[config.mk]
export PLATFORM = sky130hd
export DESIGN_NAME = io_fabric_flat
export DESIGN_NICKNAME = d
export VERILOG_FILES = /design/src/rtl/io_fabric_if.sv /design/src/rtl/io_fabric.sv /design/src/flat_wrapper.sv
export SDC_FILE = /design/constraint.sdc
export NUM_CORES = 1
export LEC_CHECK = 0
export BUFFER_PORTS_ARGS = -buffer_cell sky130_fd_sc_hd__buf_4
export CORE_UTILIZATION = 46
export DETAILED_ROUTE_END_ITERATION = 6
export GPL_ROUTABILITY_DRIVEN = 0
export GPL_TIMING_DRIVEN = 0
export PLACE_DENSITY = 0.79
export SYNTH_ARGS = -nofsm -noshare
export SYNTH_HDL_FRONTEND = slang
export SYNTH_SLANG_ARGS = --single-unit
[constraint.sdc]
create_clock -name clk -period 3.1 [get_ports clk]
set_input_delay 0.31 -clock clk [delete_from_list [all_inputs] [get_ports clk]]
set_output_delay 0.31 -clock clk [all_outputs]
set_load 0.01 [all_outputs]
[src/rtl/io_fabric_if.sv]
// CPU-side bus and peripheral-slot bus of the I/O fabric, grouped so the
// fabric and its environment connect through one port each.
// slave  : the fabric itself.
// master : the CPU plus attached peripherals (the bench drives this side).
// Writes take effect on the rising clock edge on which dwrite_en is nonzero.
// Reads are addressed in one cycle; dread_data holds the result after the
// next rising edge. There is no stall or backpressure in either direction.
interface io_fabric_if #(
    parameter int NUM_SLOTS = 4,
    parameter int NUM_IRQ   = 8
);
    logic [15:0]            dread_addr;
    logic [15:0]            dread_data;
    logic [15:0]            dwrite_addr;
    logic [15:0]            dwrite_data;
    logic [1:0]             dwrite_en;
    logic [2*NUM_SLOTS-1:0] slot_wr_en;
    logic [7:0]             slot_wr_off_even;
    logic [7:0]             slot_wr_off_odd;
    logic [15:0]            slot_wr_data;
    logic [7:0]             slot_rd_off_even;
    logic [7:0]             slot_rd_off_odd;
    logic [8*NUM_SLOTS-1:0] slot_rd_even;
    logic [8*NUM_SLOTS-1:0] slot_rd_odd;
    logic [NUM_IRQ-1:0]     irq_in;
    logic                   interrupt;

    modport slave (
        input  dread_addr, dwrite_addr, dwrite_data, dwrite_en,
        input  slot_rd_even, slot_rd_odd, irq_in,
        output dread_data, slot_wr_en, slot_wr_off_even, slot_wr_off_odd,
        output slot_wr_data, slot_rd_off_even, slot_rd_off_odd, interrupt
    );

    modport master (
        output dread_addr, dwrite_addr, dwrite_data, dwrite_en,
        output slot_rd_even, slot_rd_odd, irq_in,
        input  dread_data, slot_wr_en, slot_wr_off_even, slot_wr_off_odd,
        input  slot_wr_data, slot_rd_off_even, slot_rd_off_odd, interrupt
    );
endinterface

[src/rtl/io_fabric.sv]
// I/O fabric front end: splits CPU byte-pair accesses into an even and an
// odd byte lane, decodes each lane to a peripheral slot, registers read data
// and hosts the interrupt controller in slot 0.
module io_fabric #(
    parameter logic [15:0]        IOBASE    = 16'h0010,
    parameter int                 SLOT_SIZE = 8,
    parameter int                 NUM_SLOTS = 4,
    parameter int                 NUM_IRQ   = 8,
    parameter logic [NUM_IRQ-1:0] IRQ_EDGE  = {NUM_IRQ{1'b1}}
) (
    input  logic        clk,
    input  logic        reset,
    io_fabric_if.slave  bus
);
    localparam int          OFF_W = $clog2(SLOT_SIZE);
    localparam logic [16:0] SPAN  = 17'(NUM_SLOTS * SLOT_SIZE);
    localparam logic [16:0] OMASK = 17'(SLOT_SIZE - 1);

    typedef struct packed {
        logic       hit;
        logic [3:0] slot;
        logic [7:0] off;   // word-aligned byte offset within the slot
    } lane_dec_t;

    // A lane below IOBASE wraps to a 17-bit value with bit 16 set, so a
    // single unsigned compare against SPAN covers both bounds.
    function automatic lane_dec_t decode(input logic [15:0] lane);
        lane_dec_t   d;
        logic [16:0] rel;
        rel    = {1'b0, lane} - {1'b0, IOBASE};
        d.hit  = (rel < SPAN);
        d.slot = 4'(rel >> OFF_W);
        d.off  = 8'(rel & OMASK) & 8'hFE;
        return d;
    endfunction

    logic [15:0] rd_even_addr, rd_odd_addr, wr_even_addr, wr_odd_addr;
    logic        wr_even_en, wr_odd_en;
    logic [7:0]  wr_even_byte, wr_odd_byte;
    lane_dec_t   rd_even_dec, rd_odd_dec, wr_even_dec, wr_odd_dec;

    logic [NUM_IRQ-1:0] enable_q, enable_d;
    logic [NUM_IRQ-1:0] pending_q, pending_d;
    logic [NUM_IRQ-1:0] irq_prev_q, irq_prev_d;
    logic               armed_q, armed_d;
    logic               interrupt_q, interrupt_d;
    logic [15:0]        dread_data_q, dread_data_d;

    logic [NUM_IRQ-1:0] pend_eff, active;
    logic [15:0]        enable16, pend16, vector16;
    logic [7:0]         rd_even_byte, rd_odd_byte;

    // Lane split: the even lane of an odd address is the next word.
    always_comb begin
        rd_even_addr = {dread_addr_hi_inc(bus.dread_addr), 1'b0};
        rd_odd_addr  = {bus.dread_addr[15:1], 1'b1};
        wr_even_addr = {dread_addr_hi_inc(bus.dwrite_addr), 1'b0};
        wr_odd_addr  = {bus.dwrite_addr[15:1], 1'b1};
        if (bus.dwrite_addr[0]) begin
            wr_even_en   = bus.dwrite_en[1];
            wr_odd_en    = bus.dwrite_en[0];
            wr_even_byte = bus.dwrite_data[15:8];
            wr_odd_byte  = bus.dwrite_data[7:0];
        end else begin
            wr_even_en   = bus.dwrite_en[0];
            wr_odd_en    = bus.dwrite_en[1];
            wr_even_byte = bus.dwrite_data[7:0];
            wr_odd_byte  = bus.dwrite_data[15:8];
        end
        rd_even_dec = decode(rd_even_addr);
        rd_odd_dec  = decode(rd_odd_addr);
        wr_even_dec = decode(wr_even_addr);
        wr_odd_dec  = decode(wr_odd_addr);
    end

    // Upper 15 address bits, bumped by one for odd addresses (wraps at 64K).
    function automatic logic [14:0] dread_addr_hi_inc(input logic [15:0] a);
        return a[15:1] + 15'(a[0]);
    endfunction

    // Write strobes and lane-normalised data toward the peripheral slots.
    always_comb begin
        bus.slot_wr_en = '0;
        for (int s = 1; s < NUM_SLOTS; s++) begin
            bus.slot_wr_en[2*s]   = wr_even_en && wr_even_dec.hit && (wr_even_dec.slot == 4'(s));
            bus.slot_wr_en[2*s+1] = wr_odd_en && wr_odd_dec.hit && (wr_odd_dec.slot == 4'(s));
        end
        bus.slot_wr_off_even = wr_even_dec.off;
        bus.slot_wr_off_odd  = wr_odd_dec.off;
        bus.slot_wr_data     = {wr_odd_byte, wr_even_byte};
        bus.slot_rd_off_even = rd_even_dec.off;
        bus.slot_rd_off_odd  = rd_odd_dec.off;
    end

    // Interrupt controller next state and register views.
    always_comb begin
        logic [15:0] en_w, clr_w;
        logic [3:0]  idx;
        logic        we_even0, we_odd0;
        we_even0 = wr_even_en && wr_even_dec.hit && (wr_even_dec.slot == 4'd0);
        we_odd0  = wr_odd_en && wr_odd_dec.hit && (wr_odd_dec.slot == 4'd0);
        en_w     = 16'(enable_q);
        clr_w    = '0;
        if (we_even0 && wr_even_dec.off == 8'd0) en_w[7:0]   = wr_even_byte;
        if (we_odd0  && wr_odd_dec.off  == 8'd0) en_w[15:8]  = wr_odd_byte;
        if (we_even0 && wr_even_dec.off == 8'd2) clr_w[7:0]  = wr_even_byte;
        if (we_odd0  && wr_odd_dec.off  == 8'd2) clr_w[15:8] = wr_odd_byte;
        enable_d = en_w[NUM_IRQ-1:0];
        // Set wins over a same-cycle clear; no edges are seen until the
        // sample register has been loaded once after reset.
        pending_d = ((pending_q & ~clr_w[NUM_IRQ-1:0]) |
                     (bus.irq_in & ~irq_prev_q & {NUM_IRQ{armed_q}})) & IRQ_EDGE;
        irq_prev_d = bus.irq_in;
        armed_d    = 1'b1;

        pend_eff = (pending_q & IRQ_EDGE) | (bus.irq_in & ~IRQ_EDGE);
        active   = pend_eff & enable_q;
        idx      = '0;
        for (int i = NUM_IRQ - 1; i >= 0; i--) begin
            if (active[i]) idx = 4'(i);
        end
        interrupt_d = |active;
        enable16    = 16'(enable_q);
        pend16      = 16'(pend_eff);
        vector16    = {8'h00, |active, 3'b000, idx};
    end

    // Per-lane read source: slot 0 registers, peripheral bytes, or a
    // same-cycle write to the very same byte address.
    always_comb begin
        rd_even_byte = 8'h00;
        rd_odd_byte  = 8'h00;
        if (rd_even_dec.hit) begin
            if (rd_even_dec.slot == 4'd0) begin
                case (rd_even_dec.off)
                    8'd0:    rd_even_byte = enable16[7:0];
                    8'd2:    rd_even_byte = pend16[7:0];
                    8'd4:    rd_even_byte = vector16[7:0];
                    default: rd_even_byte = 8'h00;
                endcase
            end
            for (int s = 1; s < NUM_SLOTS; s++) begin
                if (rd_even_dec.slot == 4'(s)) rd_even_byte = bus.slot_rd_even[8*s +: 8];
            end
        end
        if (rd_odd_dec.hit) begin
            if (rd_odd_dec.slot == 4'd0) begin
                case (rd_odd_dec.off)
                    8'd0:    rd_odd_byte = enable16[15:8];
                    8'd2:    rd_odd_byte = pend16[15:8];
                    8'd4:    rd_odd_byte = vector16[15:8];
                    default: rd_odd_byte = 8'h00;
                endcase
            end
            for (int s = 1; s < NUM_SLOTS; s++) begin
                if (rd_odd_dec.slot == 4'(s)) rd_odd_byte = bus.slot_rd_odd[8*s +: 8];
            end
        end
        if (wr_even_en && (wr_even_addr == rd_even_addr)) rd_even_byte = wr_even_byte;
        if (wr_odd_en && (wr_odd_addr == rd_odd_addr))    rd_odd_byte  = wr_odd_byte;
        dread_data_d = bus.dread_addr[0] ? {rd_even_byte, rd_odd_byte}
                                         : {rd_odd_byte, rd_even_byte};
    end

    // All fabric state; reset clears everything asynchronously.
    always_ff @(posedge clk or negedge reset) begin
        if (!reset) begin
            dread_data_q <= '0;
            enable_q     <= '0;
            pending_q    <= '0;
            irq_prev_q   <= '0;
            armed_q      <= 1'b0;
            interrupt_q  <= 1'b0;
        end else begin
            dread_data_q <= dread_data_d;
            enable_q     <= enable_d;
            pending_q    <= pending_d;
            irq_prev_q   <= irq_prev_d;
            armed_q      <= armed_d;
            interrupt_q  <= interrupt_d;
        end
    end

    assign bus.dread_data = dread_data_q;
    assign bus.interrupt  = interrupt_q;
endmodule
[src/flat_wrapper.sv]
// flat-port wrapper written by rule: the top's interface ports become plain ports
module io_fabric_flat 
#(
    parameter logic [15:0]        IOBASE    = 16'h0010,
    parameter int                 SLOT_SIZE = 8,
    parameter int                 NUM_SLOTS = 4,
    parameter int                 NUM_IRQ   = 8,
    parameter logic [NUM_IRQ-1:0] IRQ_EDGE  = {NUM_IRQ{1'b1}}
)
  (clk, reset, bus_dread_addr, bus_dwrite_addr, bus_dwrite_data, bus_dwrite_en, bus_slot_rd_even, bus_slot_rd_odd, bus_irq_in, bus_dread_data, bus_slot_wr_en, bus_slot_wr_off_even, bus_slot_wr_off_odd, bus_slot_wr_data, bus_slot_rd_off_even, bus_slot_rd_off_odd, bus_interrupt);
  io_fabric_if #(.NUM_SLOTS(NUM_SLOTS), .NUM_IRQ(NUM_IRQ)) bus_i ();
  input  logic clk;
  input  logic reset;
  input wire logic [$bits(bus_i.dread_addr)-1:0] bus_dread_addr;
  input wire logic [$bits(bus_i.dwrite_addr)-1:0] bus_dwrite_addr;
  input wire logic [$bits(bus_i.dwrite_data)-1:0] bus_dwrite_data;
  input wire logic [$bits(bus_i.dwrite_en)-1:0] bus_dwrite_en;
  input wire logic [$bits(bus_i.slot_rd_even)-1:0] bus_slot_rd_even;
  input wire logic [$bits(bus_i.slot_rd_odd)-1:0] bus_slot_rd_odd;
  input wire logic [$bits(bus_i.irq_in)-1:0] bus_irq_in;
  output wire logic [$bits(bus_i.dread_data)-1:0] bus_dread_data;
  output wire logic [$bits(bus_i.slot_wr_en)-1:0] bus_slot_wr_en;
  output wire logic [$bits(bus_i.slot_wr_off_even)-1:0] bus_slot_wr_off_even;
  output wire logic [$bits(bus_i.slot_wr_off_odd)-1:0] bus_slot_wr_off_odd;
  output wire logic [$bits(bus_i.slot_wr_data)-1:0] bus_slot_wr_data;
  output wire logic [$bits(bus_i.slot_rd_off_even)-1:0] bus_slot_rd_off_even;
  output wire logic [$bits(bus_i.slot_rd_off_odd)-1:0] bus_slot_rd_off_odd;
  output wire logic [$bits(bus_i.interrupt)-1:0] bus_interrupt;
  assign bus_i.dread_addr = bus_dread_addr;
  assign bus_i.dwrite_addr = bus_dwrite_addr;
  assign bus_i.dwrite_data = bus_dwrite_data;
  assign bus_i.dwrite_en = bus_dwrite_en;
  assign bus_i.slot_rd_even = bus_slot_rd_even;
  assign bus_i.slot_rd_odd = bus_slot_rd_odd;
  assign bus_i.irq_in = bus_irq_in;
  assign bus_dread_data = bus_i.dread_data;
  assign bus_slot_wr_en = bus_i.slot_wr_en;
  assign bus_slot_wr_off_even = bus_i.slot_wr_off_even;
  assign bus_slot_wr_off_odd = bus_i.slot_wr_off_odd;
  assign bus_slot_wr_data = bus_i.slot_wr_data;
  assign bus_slot_rd_off_even = bus_i.slot_rd_off_even;
  assign bus_slot_rd_off_odd = bus_i.slot_rd_off_odd;
  assign bus_interrupt = bus_i.interrupt;
  io_fabric #(.IOBASE(IOBASE), .SLOT_SIZE(SLOT_SIZE), .NUM_SLOTS(NUM_SLOTS), .NUM_IRQ(NUM_IRQ), .IRQ_EDGE(IRQ_EDGE)) u_core (.clk(clk), .reset(reset), .bus(bus_i));
endmodule
Yosys cells after proc, flatten, opt, wreduce, memory -nomap -nowiden
Cells that the tools add are included.
{"block": "op_classes", "eq_ne": 17, "bitwise": 7, "n_reduce_logical": 18, "muxes": 26, "order_cmp": 4, "add_sub_neg": 6}
{"cell": "$mux 8", "n": 14}
{"cell": "$lt 17x6->1 const B", "n": 4}
{"cell": "$sub 16x5->17 const B", "n": 4}
{"cell": "$and 8x8->8", "n": 4}
{"cell": "$eq 4x2->1 const B", "n": 8}
{"cell": "$add 15x1->15", "n": 2}
{"cell": "$eq 15x15->1", "n": 2}
{"cell": "$mux 3", "n": 8}
{"cell": "$pmux 8 s3", "n": 1}
{"cell": "$eq 4x1->1 const B", "n": 4}
{"cell": "$logic_not 8->1", "n": 2}
{"cell": "$mux 16", "n": 1}
{"cell": "$not 8->8", "n": 2}
{"cell": "$logic_and 1x1->1", "n": 13}
{"cell": "$logic_not 4->1", "n": 2}
{"cell": "$or 8x8->8", "n": 1}
{"cell": "$reduce_or 8->1", "n": 1}
{"cell": "$eq 2x1->1 const B", "n": 2}
{"cell": "$eq 2x2->1 const B", "n": 1}
{"cell": "$mux 1", "n": 2}
{"block": "word_totals", "input_bits": 124, "reg_bits": 42, "word_cells": 84, "output_inout_bits": 73}

Logic depth before layout (Yosys ltp)
Gate-level depths: netlist of run 1.
{"block": "depth", "ltp_word": 17, "mapped_depth": 12, "ltp_nobuf": 12}

Least setup slack after synthesis of run 1
No wires, ideal clock.
{"block": "synth_path", "kind": "input to output", "start": "input bus_dwrite_addr[0]", "end": "output bus_slot_wr_en[2]", "path_stages": 12, "n_path_buf": 0, "t_required_ns": 2.790, "setup_slack_ns": -0.255, "arrival_time_ns": 3.045, "path_cell_list": "ha_1 -> ha_1 -> nand3_1 -> xnor2_1 -> ha_1 -> xnor2_1 -> a311o_1 -> a21oi_1 -> o221a_2 -> o2111ai_2 -> or2_2 -> nor3_1"}
{"block": "synth_between", "elab_chain_len": 5, "elab_cells_between_ends": 7, "cone_classes": "add/sub (2); order compare (1); eq/ne (1); mux (1); reduce/logical (2)"}
{"element": "from (decl)", "line": "flat_wrapper.sv:15", "source": "input wire logic [$bits(bus_i.dwrite_addr)-1:0] bus_dwrite_addr;"}
{"element": "$add 15x1->15", "line": "io_fabric.sv:78", "source": "return a[15:1] + 15'(a[0]);"}
{"element": "$sub 16x5->17", "line": "io_fabric.sv:30", "source": "rel = {1'b0, lane} - {1'b0, IOBASE};"}
{"element": "$lt 17x6->1", "line": "io_fabric.sv:31", "source": "d.hit = (rel < SPAN);"}
{"element": "$logic_and 1x1->1", "line": "io_fabric.sv:85", "source": "bus.slot_wr_en[2*s] = wr_even_en && wr_even_dec.hit && (wr_even_dec.slot == 4'(s));"}
{"element": "$logic_and 1x1->1 *", "line": "io_fabric.sv:85"}
{"element": "to (decl)", "line": "flat_wrapper.sv:22", "source": "output wire logic [$bits(bus_i.slot_wr_en)-1:0] bus_slot_wr_en;"}
Every way passes the cells marked *; elsewhere a longest branch is shown, timed or not.

Final worst setup path of run 1
{"block": "layout_path", "start": "input bus_dread_addr[0]", "end": "register u_core.dread_data_q[0], in the netlist u_core.bus.dread_data[0]"}
{"block": "layout_between", "elab_chain_len": 11, "elab_cells_between_ends": 20, "cone_classes": "add/sub (2); order compare (1); eq/ne (6); mux (8); reduce/logical (3)"}
{"element": "from (decl)", "line": "flat_wrapper.sv:14", "source": "input wire logic [$bits(bus_i.dread_addr)-1:0] bus_dread_addr;"}
{"element": "$add 15x1->15", "line": "io_fabric.sv:78"}
{"element": "$sub 16x5->17", "line": "io_fabric.sv:30"}
{"element": "$logic_not 8->1 (tied with other cells)", "line": "io_fabric.sv:135", "source": "case (rd_even_dec.off)"}
{"element": "$pmux 8 s3", "line": "io_fabric.sv:135"}
{"element": "$mux 8", "line": "io_fabric.sv:134", "source": "if (rd_even_dec.slot == 4'd0) begin"}
{"element": "$mux 8 (3 in a row)", "line": "io_fabric.sv:143", "source": "if (rd_even_dec.slot == 4'(s)) rd_even_byte = bus.slot_rd_even[8*s +: 8];"}
{"element": "$mux 8", "line": "io_fabric.sv:133", "source": "if (rd_even_dec.hit) begin"}
{"element": "$mux 8", "line": "io_fabric.sv:159", "source": "if (wr_even_en && (wr_even_addr == rd_even_addr)) rd_even_byte = wr_even_byte;"}
{"element": "$mux 16 *", "line": "io_fabric.sv:161", "source": "dread_data_d = bus.dread_addr[0] ? {rd_even_byte, rd_odd_byte}"}
{"element": "named net u_core.dread_data_d[0]", "line": "io_fabric.sv:47", "source": "logic [15:0] dread_data_q, dread_data_d;"}
{"element": "to (signal assigned)", "line": "io_fabric.sv:175", "source": "dread_data_q <= dread_data_d;"}
{"element": "to (decl)", "line": "io_fabric.sv:47"}
The timed path passes the listed nets; every way through them passes the cells marked *.
A chain may end at the register's enable or synchronous reset.

==> results of run 1 <==
sequential cells by signal, summed over array words and instances (netlist names):
name	flops
u_core.pend_eff	8
u_core.enable_q	8
u_core.bus.interrupt	1
u_core.armed_q	1
u_core.irq_prev_q	8
u_core.bus.dread_data	16
synthesized netlist by cell type, types with 5 or more instances:
cell type	n
sky130_fd_sc_hd__a22oi_1	11
sky130_fd_sc_hd__buf_4	34
sky130_fd_sc_hd__nor2_1	44
sky130_fd_sc_hd__mux2_2	30
sky130_fd_sc_hd__nand2_1	58
sky130_fd_sc_hd__dfrtp_1	42
sky130_fd_sc_hd__and3_1	22
sky130_fd_sc_hd__a32oi_1	5
sky130_fd_sc_hd__nand3_1	13
sky130_fd_sc_hd__o31ai_1	10
sky130_fd_sc_hd__mux2i_1	19
sky130_fd_sc_hd__buf_2	12
sky130_fd_sc_hd__a31oi_1	5
sky130_fd_sc_hd__nand3b_1	10
sky130_fd_sc_hd__nand4_1	17
sky130_fd_sc_hd__clkbuf_1	17
sky130_fd_sc_hd__and4_1	16
sky130_fd_sc_hd__o21ai_0	18
sky130_fd_sc_hd__xnor2_1	34
sky130_fd_sc_hd__nor3_1	14
sky130_fd_sc_hd__xor2_1	9
sky130_fd_sc_hd__nor4_1	9
sky130_fd_sc_hd__ha_1	10
sky130_fd_sc_hd__inv_1	14
sky130_fd_sc_hd__a221o_1	10
sky130_fd_sc_hd__a221o_2	6
sky130_fd_sc_hd__a21oi_1	7
cell type report:
cell class,count,area (µm²),area share [%]
plain buffers,68,417.9,6.184
clock buffers,6,72.57,1.074
clock inverters,2,13.76,0.2037
inverters,14,52.55,0.7776
multi-input cells,479,3797,56.19
flip-flops and latches,42,1051,15.55
well taps,136,170.2,2.518
repair buffers,157,1182,17.50
stage by stage:
step	hold WS, ns	instances	total power, mW
finish	-0.01899	904	1.623
global route	0.02197	904	1.693
CTS	0.006236	901	1.593
detailed placement	0.3254	887	1.225
global placement	0.3164	887	1.211
floorplan	0.01441	603	0.9633
metal layers:
metal | global-route usage [%] | vias up | share of wire, %
met5 | 0 | - | 0
met4 | 10.42 | 0 | 3.5
met3 | 2.882 | 58 | 8.2
met2 | 47.76 | 309 | 49
met1 | 35.58 | 2570 | 39
li1 | - | 2488 | -
timing repair:
action | 4_1_cts | 5_1_grt
hold buffers | 0 | 0
pin swaps | 7 | 9
setup buffers | 6 | 3
resized for setup | 14 | 22
setup endpoints to repair | 27 | 27
cells by family (layout without fill, tap and decap cells):
group	Yosys count	count (layout)	synth area share, %
and+or+nand+nor	239	239	28.69
AOI/OAI and AO/OA	104	104	16.68
buffers and inverters	82	247	9.370
muxes	51	51	11.54
xor gates and xnor gates	48	48	9.899
DFF	42	42	21.16
adders and majority gates	10	10	2.519
other	2	27	0.1512
worst max-delay path by stage:
stage / from / slack [ns] / endpoint / cells after the start
6_report: bus_dread_addr[0] / 0.07 / u_core.bus.dread_data[0] / 13
5_1_grt: bus_dread_addr[0] / -0.04 / u_core.bus.dread_data[8] / 13
4_1_cts: bus_dwrite_addr[1] / 0.009 / bus_slot_wr_en[4] / 14
3_5_place_dp: bus_dread_addr[0] / -0.89 / u_core.bus.dread_data[3] / 12
3_3_place_gp: bus_dread_addr[0] / -0.83 / u_core.bus.dread_data[3] / 12
2_1_floorplan: bus_dwrite_addr[0] / -0.005 / bus_slot_wr_en[2] / 12
power by group through the flow:
stage	Sequential, mW	Clock [mW]	Combinational, mW
after floorplan	0.566	0	0.397
after global placement	0.566	0	0.645
after detailed placement	0.567	0	0.658
after CTS	0.556	0.353	0.684
after global routing	0.557	0.373	0.764
final	0.556	0.350	0.717
==> reports/qor.json, run 1 <==
{
  "die_width_um": 105.9,
  "detail_route.drc_violations": 1,
  "path_cells": "buf_4 -> ha_4 -> ha_4 -> nand3_2 -> xnor2_2 -> ha_1 -> xnor2_2 -> xnor2_2 -> nor4_4 -> o311ai_0 -> a22oi_1 -> and4_1 -> a221o_2",
  "worstPathMaxFanout": 8,
  "netlist-cell-type-count": 79,
  "cts_inserted_buffers": 5,
  "timing.critical_path.slowest_stage_cell": "sky130_fd_sc_hd__nor4_4",
  "avgViaCountPerCell": 6.001,
  "clock_tree.root_cell": "sky130_fd_sc_hd__clkbuf_8",
  "ctsLongestPathBuffers": 2,
  "yosys.area.top_type_share_pct": 21.16,
  "worst_slew_pin_slew_ns": 0.9659,
  "number_of_max_capacitance_violations_reported": 0,
  "floorplan.rows": 37,
  "floorplan.initialDensity_pct": 47.69,
  "cts_htree_levels": 2,
  "synth_largest_area_cell": "sky130_fd_sc_hd__dfrtp_1",
  "type_of_the_worst_min_delay_path": "in -> async",
  "clock_sinks": 42,
  "vdd_drop_max_v": 0.0001878,
  "drtPass1Iterations": 7,
  "rrSetupSlack_ns": 0.93,
  "cell_seen_most_often_among_critical_path_stages": "sky130_fd_sc_hd__xnor2_2",
  "setup_violations": 0,
  "grt_use_total_pct": 27.66,
  "p_int_mw": 1.042,
  "crit_buf_inv": 1,
  "route.vias.total": 5425,
  "grt_pass1_vias": 4954,
  "hpwl_um": 12770,
  "path_delay_family": "simple AND/OR/NAND/NOR gates",
  "switchingPower_mw": 0.5805,
  "power-per-cell-area_nw_per_um2": 240.1,
  "filler_cell_count": 883,
  "violated_checks": "DRC, hold timing",
  "worst_r2r_endpoint": "u_core.bus.dread_data[0]",
  "dpl_worst_slack_ns": -0.8882,
  "io_pins": 197,
  "r2r-start": "u_core.pend_eff[4]",
  "postSynth.asyncResetShare_pct": 100.0,
  "grt_antenna_before_repair": 0,
  "switching_share_pct": 35.77,
  "ys_warn_count": 0,
  "placement.cell_area_um2": 6399,
  "finalWirelength_um": 16170,
  "dominantRegCellSynth": "sky130_fd_sc_hd__dfrtp_1",
  "timing.clock.skew_ns": 0.01494,
  "die-area_um2": 11220,
  "tritoncts_clock_tree": "yes",
  "core_area_um2": 10420,
  "final_net_count": 901,
  "minimum_hold_slack_ns": -0.01899,
  "synth_area_leaders": "sky130_fd_sc_hd__dfrtp_1 (21%), sky130_fd_sc_hd__mux2_2 (6.8%), sky130_fd_sc_hd__xnor2_1 (6.0%), sky130_fd_sc_hd__buf_4 (5.1%), sky130_fd_sc_hd__nand2_1 (4.4%)",
  "layout-area-overhead-vs-synth_pct": 36.05,
  "fmax_ghz": 0.3303,
  "final.setup.worst_slack_ns": 0.07270,
  "timing.final.crit_period_ns": 3.027,
  "numPortBuffers": 148,
  "post_route_cells_drive_above_1_share_pct": 40.10,
  "cp_slowest_stage_delay_ns": 0.45,
  "pwr-share-seq_pct": 34.3,
  "slew_headroom_pct": 35.07,
  "outcome": "finished with violations",
  "clk_latency_ns": 0.30,
  "syn-instance-count": 578,
  "finalMaxSlewViolations": 0,
  "synth_seq_area_share_pct": 21.16,
  "grt_max_degree": 43,
  "ys_seq_elements": 42,
  "finished_layout_cell_area_um2": 6758,
  "unrepaired_setup_endpoints_after_global_routing": "true",
  "tns_ns": 0,
  "synthesis.area_um2": 4967,
  "grt_overflow": 0,
  "power.leakage_nw": 3.059,
  "category_of_the_worst_setup_path_launch_point": "input pin",
  "power_frac_clock_pct": 21.5,
  "cp-end-kind": "flop",
  "required_time_of_the_critical_path_ns": 3.34,
  "postSynthAreaPerCell_um2": 8.594,
  "layout_common_cells": "sky130_fd_sc_hd__buf_4 (189), sky130_fd_sc_hd__nand2_1 (58), sky130_fd_sc_hd__nor2_1 (43)",
  "routedWlPerCell_um": 17.89,
  "portion_of_total_power_attributed_to_combinational_logic_pct": 44.2,
  "fin_util_pct": 64.88,
  "ff2ff_path_depth": 7,
  "final_min_period_over_clock_period_pct": 97.65,
  "drt-initial-drc-count": 325,
  "grt_pass1_wl_um": 24790,
  "ant_nets": 0,
  "finalHoldViolCount": 17,
  "critical_path_arrival_ns": 3.27,
  "worstSetupPathType": "in -> reg",
  "diodes": 0,
  "die_height_um": 105.9,
  "synth_edf_count": 0,
  "final_common_cell": "sky130_fd_sc_hd__buf_4",
  "worst_setup_hold_path_clk_slew_ns": 0.09
}
Note: power is estimated with default switching activity, not from simulation.
==> run 2, diff against run 1 <==
CORE_UTILIZATION = 45   (was 46)
PLACE_DENSITY = 0.78   (was 0.79)
==> run 2 against run 1 <==
Against the previous run: the flow now finishes without violations; power rose by 11%; combinational power rose by 1%; clock power rose by 50%; maximum frequency rose by 0.33%; critical endpoint is now bus_slot_wr_en[6]; sequential power barely moved; highest routed layer unchanged; critical path type is now in -> out; register-to-register slack barely moved.
==> reports/qor.json, run 2 (synthesis gave the netlist of run 1 again) <==
{
  "clk_latency": {"value": 0.31, "unit": "ns", "change": "about the same"},
  "setup_violations": {"value": 0, "change": "unchanged"},
  "tns": {"value": 0, "unit": "ns", "change": "unchanged"},
  "diodes": {"value": 0, "change": "unchanged"},
  "worstPathMaxFanout": {"value": 10, "change": "+2"},
  "finalWirelength": {"value": 16220, "unit": "µm", "change": "+0.29%"},
  "floorplan.rows": {"value": 37, "change": "unchanged"},
  "number_of_max_capacitance_violations_reported": {"value": 0, "change": "unchanged"},
  "power-per-cell-area": {"value": 263.4, "unit": "nW/µm²", "change": "+9.7%"},
  "detail_route.drc_violations": {"value": 0, "change": "-1"},
  "cp_slowest_stage_delay": {"value": 0.31, "unit": "ns", "change": "-0.14 ns"},
  "final_common_cell": "sky130_fd_sc_hd__buf_4",
  "tritoncts_clock_tree": "yes",
  "power.leakage": {"value": 3.107, "unit": "nW", "change": "+1.6%"},
  "layout-area-overhead-vs-synth_pct": 38.11,
  "timing.clock.skew": {"value": 0.01322, "unit": "ns", "change": "-0.001720 ns"},
  "timing.critical_path.to": "bus_slot_wr_en[6]",
  "drtPass1Iterations": {"value": 5, "change": "-2"},
  "final_min_period_over_clock_period": {"value": 97.34, "unit": "%", "change": "-0.32 points"},
  "flip_flop_count_of_the_largest_register_all_copies_and_words_added": {"value": 16, "change": "unchanged"},
  "avgViaCountPerCell": {"value": 5.941, "change": "-1.0%"},
  "grt_pass1_wl": {"value": 24700, "unit": "µm", "change": "-0.39%"},
  "hpwl": {"value": 12710, "unit": "µm", "change": "-0.49%"},
  "cts_htree_levels": {"value": 2, "change": "unchanged"},
  "type_of_the_worst_min_delay_path": "in -> reg",
  "worst_slew_pin_slew": {"value": 0.9740, "unit": "ns", "change": "+0.008182 ns"},
  "placed_cells": {"value": 887, "change": "unchanged"},
  "cts_inserted_buffers": {"value": 5, "change": "unchanged"},
  "core_area": {"value": 10510, "unit": "µm²", "change": "+0.89%"},
  "r2r-start": "u_core.pend_eff[4]",
  "fmax": {"value": 0.3314, "unit": "GHz", "change": "+0.33%"},
  "numPortBuffers": {"value": 148, "change": "unchanged"},
  "grt_use_total": {"value": 27.12, "unit": "%", "change": "-0.54 points"},
  "finalMaxSlewViolations": {"value": 0, "change": "unchanged"},
  "clock_tree.root_cell": "sky130_fd_sc_hd__clkbuf_8",
  "clock_sinks": {"value": 42, "change": "unchanged"},
  "drt-initial-drc-count": {"value": 255, "change": "-22%"},
  "ff2ff_path_depth": {"value": 7, "change": "unchanged"},
  "worstSetupPathType": "in -> out",
  "die-area": {"value": 11460, "unit": "µm²", "change": "+2.2%"},
  "cp-end-kind": "primary output",
  "pnr_total_power": {"value": 1.807, "unit": "mW", "change": "+11%"},
  "timing.critical_path.slowest_stage_cell": "sky130_fd_sc_hd__a311o_1",
  "floorplan.initialDensity": {"value": 47.27, "unit": "%", "change": "-0.42 points"},
  "path_cells": "buf_4 -> buf_6 -> nand3_2 -> xnor2_2 -> inv_2 -> ha_2 -> xnor2_2 -> a311o_1 -> a21oi_2 -> o221a_2 -> o2111ai_4 -> or2_4 -> nor3_4 -> buf_6",
  "required_time_of_the_critical_path": {"value": 2.79, "unit": "ns", "change": "-0.55 ns"},
  "critical_path_arrival": {"value": 2.71, "unit": "ns", "change": "-0.56 ns"},
  "io_pins": {"value": 197, "change": "unchanged"},
  "vdd_drop_max": {"value": 0.0002150, "unit": "V", "change": "+15%"},
  "grt_pass1_vias": {"value": 5012, "change": "+1.2%"},
  "post_route_cells_drive_above_1_share": {"value": 40.57, "unit": "%", "change": "+0.46 points"},
  "grt_max_degree": {"value": 43, "change": "unchanged"},
  "die_width": {"value": 107.1, "unit": "µm", "change": "+1.1%"},
  "ctsLongestPathBuffers": {"value": 2, "change": "unchanged"},
  "outcome": "completed",
  "grt_overflow": {"value": 0, "change": "unchanged"},
  "final_net_count": {"value": 907, "change": "+0.67%"},
  "filler_cell_count": {"value": 877, "change": "-0.68%"},
  "worst_setup_hold_path_clk_slew": {"value": 0.09, "unit": "ns", "change": "about the same"},
  "routedWlPerCell": {"value": 17.82, "unit": "µm", "change": "-0.37%"},
  "category_of_the_worst_setup_path_launch_point": "input pin",
  "worst_r2r_endpoint": "u_core.bus.dread_data[0]",
  "finalHoldViolCount": {"value": 0, "change": "-17"},
  "route.vias.total": {"value": 5406, "change": "-0.35%"},
  "slew_headroom": {"value": 34.52, "unit": "%", "change": "-0.55 points"},
  "fin_cells": {"value": 910, "change": "+0.66%"},
  "timing.final.crit_period": {"value": 3.017, "unit": "ns", "change": "-0.009879 ns"},
  "grt_antenna_before_repair": {"value": 0, "change": "unchanged"},
  "layout_common_cells": "sky130_fd_sc_hd__buf_4 (193), sky130_fd_sc_hd__nand2_1 (58), sky130_fd_sc_hd__nor2_1 (43)",
  "rrSetupSlack": {"value": 0.93, "unit": "ns", "change": "about the same"},
  "timing.critical_path.from": "bus_dwrite_addr[3]",
  "die_height": {"value": 107.1, "unit": "µm", "change": "+1.1%"},
  "ant_nets": {"value": 0, "change": "unchanged"}
}
[run 2: critical path, delay by kind of cell]
kind                       cells  cell delay (ns)
AOI/OAI and AO/OA              4             0.77
and+or+nand+nor                3             0.59
buffers and inverters          4             0.49
xor gates and xnor gates       2             0.33
adders and majority gates      1             0.20
[run 2: area by class of cell]
type	instances	area [µm²]	area share, %
clock inverter	3	68.82	1.003
buffer	68	417.9	6.092
tap	136	170.2	2.480
sequential	42	1051	15.32
multi-input combinational	479	3797	55.35
clock buffer	5	68.82	1.003
inverter	14	52.55	0.7660
timing repair buffer	163	1234	17.98
[run 2: timing repair]
action / CTS / global route
gates resized for setup: 15 / 23
setup buffers: 5 / 9
hold endpoints to repair: 5 / 0
pin swaps: 5 / 11
endpoints found under the setup margin: 27 / 27
hold buffers: 1 / 0
[run 2: routing by layer]
layer / up-vias / share of wire, % / GRT usage [%]
li1: 2504 / - / -
met1: 2545 / 39 / 34.02
met2: 301 / 49 / 47.10
met3: 56 / 7.9 / 3.040
met4: 0 / 3.7 / 11.25
met5: - / 0 / 0
[run 2: report_power, final]
group / total [mW] / switching, mW / leakage (nW) / internal (mW)
logic: 0.727 / 0.391 / 2.51 / 0.336
registers: 0.556 / 0.00196 / 0.524 / 0.554
clock network: 0.524 / 0.202 / 0.0683 / 0.323
total: 1.81 / 0.594 / 3.11 / 1.21
[run 2: how the worst min path moves through the flow]
stage,start,to,slack [ns],cells after the start
floorplan,reset,u_core.armed_q,0.01,0
global placement,reset,u_core.bus.dread_data[2],0.32,1
detailed placement,reset,u_core.bus.dread_data[13],0.32,1
CTS,bus_irq_in[4],u_core.irq_prev_q[4],0.11,1
global route,bus_irq_in[5],u_core.irq_prev_q[5],0.11,1
finish,bus_irq_in[4],u_core.irq_prev_q[4],0.12,1
[run 2: through the flow]
| step | area (µm²) | util (%) | hold WS, ns | setup slack (ns) |
|---|---|---|---|---|
| 4_1_cts | 6681 | 63.58 | 0.1138 | 0.006085 |
| 2_1_floorplan | 5117 | - | 0.01441 | -0.004576 |
| 5_1_grt | 6860 | 65.28 | 0.1070 | -0.02974 |
| 3_5_place_dp | 6399 | 60.89 | 0.3246 | -0.9148 |
| 6_report | 6860 | 65.28 | 0.1151 | 0.08258 |
| 3_3_place_gp | 6399 | 60.89 | 0.3204 | -0.8124 |
==> run 3, diff against run 2 <==
CORE_MARGIN = 2   (was not set)
==> run 3 against run 2 <==
Against the previous run: sequential share of layout area about the same; clock skew about the same; global-route usage decreased by 0.83 points; combinational power increased by 0.6%; cell area decreased by 0.13%; flip-flop and latch count unchanged; critical path depth unchanged; die area increased by 3.8%; critical path type unchanged; largest cell class unchanged.
==> reports/qor.json, run 3 (synthesis gave the netlist of run 1 again) <==
{
  "use_met3": {"value": 2.750, "unit": "%", "change": "-0.29 points"},
  "type_of_the_worst_min_delay_path": "in -> reg",
  "grt_pass1_vias": {"value": 5084, "change": "+1.4%"},
  "grt_overflow": {"value": 0, "change": "unchanged"},
  "numPortBuffers": {"value": 148, "change": "unchanged"},
  "worstSetupPathType": "in -> out",
  "vdd_drop_max": {"value": 0.0001928, "unit": "V", "change": "-10%"},
  "drtPass1Iterations": {"value": 5, "change": "unchanged"},
  "diodes": {"value": 0, "change": "unchanged"},
  "die_width": {"value": 109.1, "unit": "µm", "change": "+1.9%"},
  "placed_cells": {"value": 891, "change": "+0.45%"},
  "layout-area-overhead-vs-synth_pct": 37.93,
  "slew_headroom": {"value": 37.84, "unit": "%", "change": "+3.3 points"},
  "clk_latency": {"value": 0.30, "unit": "ns", "change": "about the same"},
  "final_net_count": {"value": 906, "change": "-0.11%"},
  "critical_path_arrival": {"value": 2.72, "unit": "ns", "change": "about the same"},
  "category_of_the_worst_setup_path_launch_point": "input pin",
  "cp-end-kind": "primary output",
  "final_common_cell": "sky130_fd_sc_hd__buf_4",
  "fmax": {"value": 0.3305, "unit": "GHz", "change": "-0.29%"},
  "timing.final.crit_period": {"value": 3.026, "unit": "ns", "change": "+0.008650 ns"},
  "minimum_hold_slack": {"value": 0.1249, "unit": "ns", "change": "+0.009803 ns"},
  "worst_slew_pin_slew": {"value": 0.9247, "unit": "ns", "change": "-0.04935 ns"},
  "floorplan.rows": {"value": 38, "change": "+2.7%"},
  "power.leakage": {"value": 3.089, "unit": "nW", "change": "-0.60%"},
  "drt-initial-drc-count": {"value": 299, "change": "+17%"},
  "ant_nets": {"value": 0, "change": "unchanged"},
  "groute.layer.met1.usage": {"value": 33.42, "unit": "%", "change": "-0.60 points"},
  "globalRouteMet2Util": {"value": 44.50, "unit": "%", "change": "-2.6 points"},
  "cts_htree_levels": {"value": 2, "change": "unchanged"},
  "fin_cells": {"value": 913, "change": "+0.33%"},
  "worst_setup_hold_path_clk_slew": {"value": 0.09, "unit": "ns", "change": "about the same"},
  "outcome": "completed",
  "number_of_max_capacitance_violations_reported": {"value": 0, "change": "unchanged"},
  "ctsLongestPathBuffers": {"value": 2, "change": "unchanged"},
  "io_pins": {"value": 197, "change": "unchanged"},
  "flip_flop_count_of_the_largest_register_all_copies_and_words_added": {"value": 16, "change": "unchanged"},
  "required_time_of_the_critical_path": {"value": 2.79, "unit": "ns", "change": "about the same"},
  "cts_inserted_buffers": {"value": 5, "change": "unchanged"},
  "timing.clock.skew": {"value": 0.01305, "unit": "ns", "change": "-0.0001693 ns"},
  "dpl_worst_slack": {"value": -0.9307, "unit": "ns", "change": "-0.01589 ns"},
  "avgViaCountPerCell": {"value": 5.867, "change": "-1.2%"},
  "die_height": {"value": 109.1, "unit": "µm", "change": "+1.9%"},
  "die-area": {"value": 11900, "unit": "µm²", "change": "+3.8%"},
  "hpwl": {"value": 12960, "unit": "µm", "change": "+2.0%"},
  "finalMaxSlewViolations": {"value": 0, "change": "unchanged"},
  "layout_common_cells": "sky130_fd_sc_hd__buf_4 (191), sky130_fd_sc_hd__nand2_1 (58), sky130_fd_sc_hd__nor2_1 (43)",
  "grt_max_degree": {"value": 43, "change": "unchanged"},
  "clock_sinks": {"value": 42, "change": "unchanged"},
  "pnr_total_power": {"value": 1.731, "unit": "mW", "change": "-4.2%"},
  "post_route_cells_drive_above_1_share": {"value": 40.36, "unit": "%", "change": "-0.21 points"},
  "grt_pass1_wl": {"value": 24780, "unit": "µm", "change": "+0.33%"},
  "routedWlPerCell": {"value": 17.98, "unit": "µm", "change": "+0.89%"},
  "floorplan.initialDensity": {"value": 46.02, "unit": "%", "change": "-1.2 points"},
  "grt_use_total": {"value": 26.29, "unit": "%", "change": "-0.83 points"},
  "detail_route.drc_violations": {"value": 0, "change": "unchanged"},
  "setup_violations": {"value": 0, "change": "unchanged"},
  "clock_tree.root_cell": "sky130_fd_sc_hd__clkbuf_8",
  "finalWirelength": {"value": 16420, "unit": "µm", "change": "+1.2%"},
  "final.setup.worst_slack": {"value": 0.07393, "unit": "ns", "change": "-0.008650 ns"},
  "top_usage_layer": "met2",
  "route.vias.total": {"value": 5357, "change": "-0.91%"},
  "tritoncts_clock_tree": "yes",
  "final_min_period_over_clock_period": {"value": 97.62, "unit": "%", "change": "+0.28 points"},
  "grt_antenna_before_repair": {"value": 0, "change": "unchanged"},
  "finalHoldViolCount": {"value": 0, "change": "unchanged"},
  "worstPathMaxFanout": {"value": 4, "change": "-6"},
  "core_area": {"value": 10790, "unit": "µm²", "change": "+2.7%"},
  "power-per-cell-area": {"value": 252.7, "unit": "nW/µm²", "change": "-4.1%"}
}
[run 3: changes by cell type in the layout (fill, tap and decap cells not counted), moves of 2 or more]
| cell | before | now |
|---|---|---|
| sky130_fd_sc_hd__nor3_2 | 2 | 4 |
| sky130_fd_sc_hd__buf_4 | 193 | 191 |
| sky130_fd_sc_hd__xnor2_2 | 7 | 5 |
| sky130_fd_sc_hd__nor3_4 | 7 | 5 |
[run 3: path summary, 6_finish.rpt]
| kind | start | endpoint | slack [ns] | depth (start not counted) |
|---|---|---|---|---|
| max in group asynchronous | reset | u_core.bus.dread_data[14] | 2.20 | 2 |
| hold / removal | bus_irq_in[7] | u_core.irq_prev_q[7] | 0.12 | 1 |
| setup reg to reg | u_core.enable_q[6] | u_core.bus.dread_data[2] | 0.91 | 7 |
| hold reg to reg | u_core.irq_prev_q[6] | u_core.pend_eff[6] | 0.45 | 1 |
| min in group asynchronous | reset | u_core.bus.dread_data[1] | 0.54 | 2 |
| setup / recovery | bus_dwrite_addr[1] | bus_slot_wr_en[4] | 0.07 | 14 |
[run 3: metrics by stage]
stage	setup TNS, ns	area, µm²	util [%]
5_1_grt	-0.04736	6852	63.48
2_1_floorplan	-0.01373	5117	-
3_3_place_gp	-16.11	6404	59.33
4_1_cts	0	6661	61.72
3_5_place_dp	-18.64	6404	59.33
6_report	0	6852	63.48
[run 3: report_power, final]
part	leakage [nW]	internal (mW)	total [mW]	switching, mW
sequential	0.524	0.554	0.556	0.00194
clock	0.0585	0.242	0.445	0.203
combinational	2.51	0.338	0.731	0.393
total	3.09	1.13	1.73	0.598
[run 3: routing by layer]
layer	vias up	share of wire, %
li1	2500	-
met1	2502	40
met2	295	48
met3	60	8.1
met4	0	4.3
met5	-	0
[run 3: repair_timing]
item | in CTS | in global routing
resized for setup | 14 | 26
hold endpoints to repair | 6 | 0
endpoints found under the setup margin | 27 | 27
hold buffers | 1 | 0
buffers inserted | 5 | 8
pin swaps | 6 | 13
[run 3: area by class of cell]
class / instances / area (µm²)
inverters: 14 / 52.55
clock inverters: 3 / 43.79
plain buffers: 68 / 420.4
well taps: 140 / 175.2
fillers: 890 / 3941
multi-input cells: 479 / 3806
flip-flops and latches: 42 / 1051
repair buffers: 162 / 1234
clock buffers: 5 / 68.82
[run 3: worst max-delay path, cell delays in order]
cell	delay, ns
sky130_fd_sc_hd__buf_8	0.08
sky130_fd_sc_hd__ha_4	0.18
sky130_fd_sc_hd__ha_4	0.15
sky130_fd_sc_hd__nand3_2	0.09
sky130_fd_sc_hd__xnor2_2	0.17
sky130_fd_sc_hd__ha_4	0.19
sky130_fd_sc_hd__xnor2_4	0.15
sky130_fd_sc_hd__a311o_1	0.29
sky130_fd_sc_hd__a21oi_2	0.15
sky130_fd_sc_hd__o221a_2	0.22
sky130_fd_sc_hd__o2111ai_4	0.11
sky130_fd_sc_hd__or2_4	0.32
sky130_fd_sc_hd__nor3_4	0.18
sky130_fd_sc_hd__buf_6	0.12
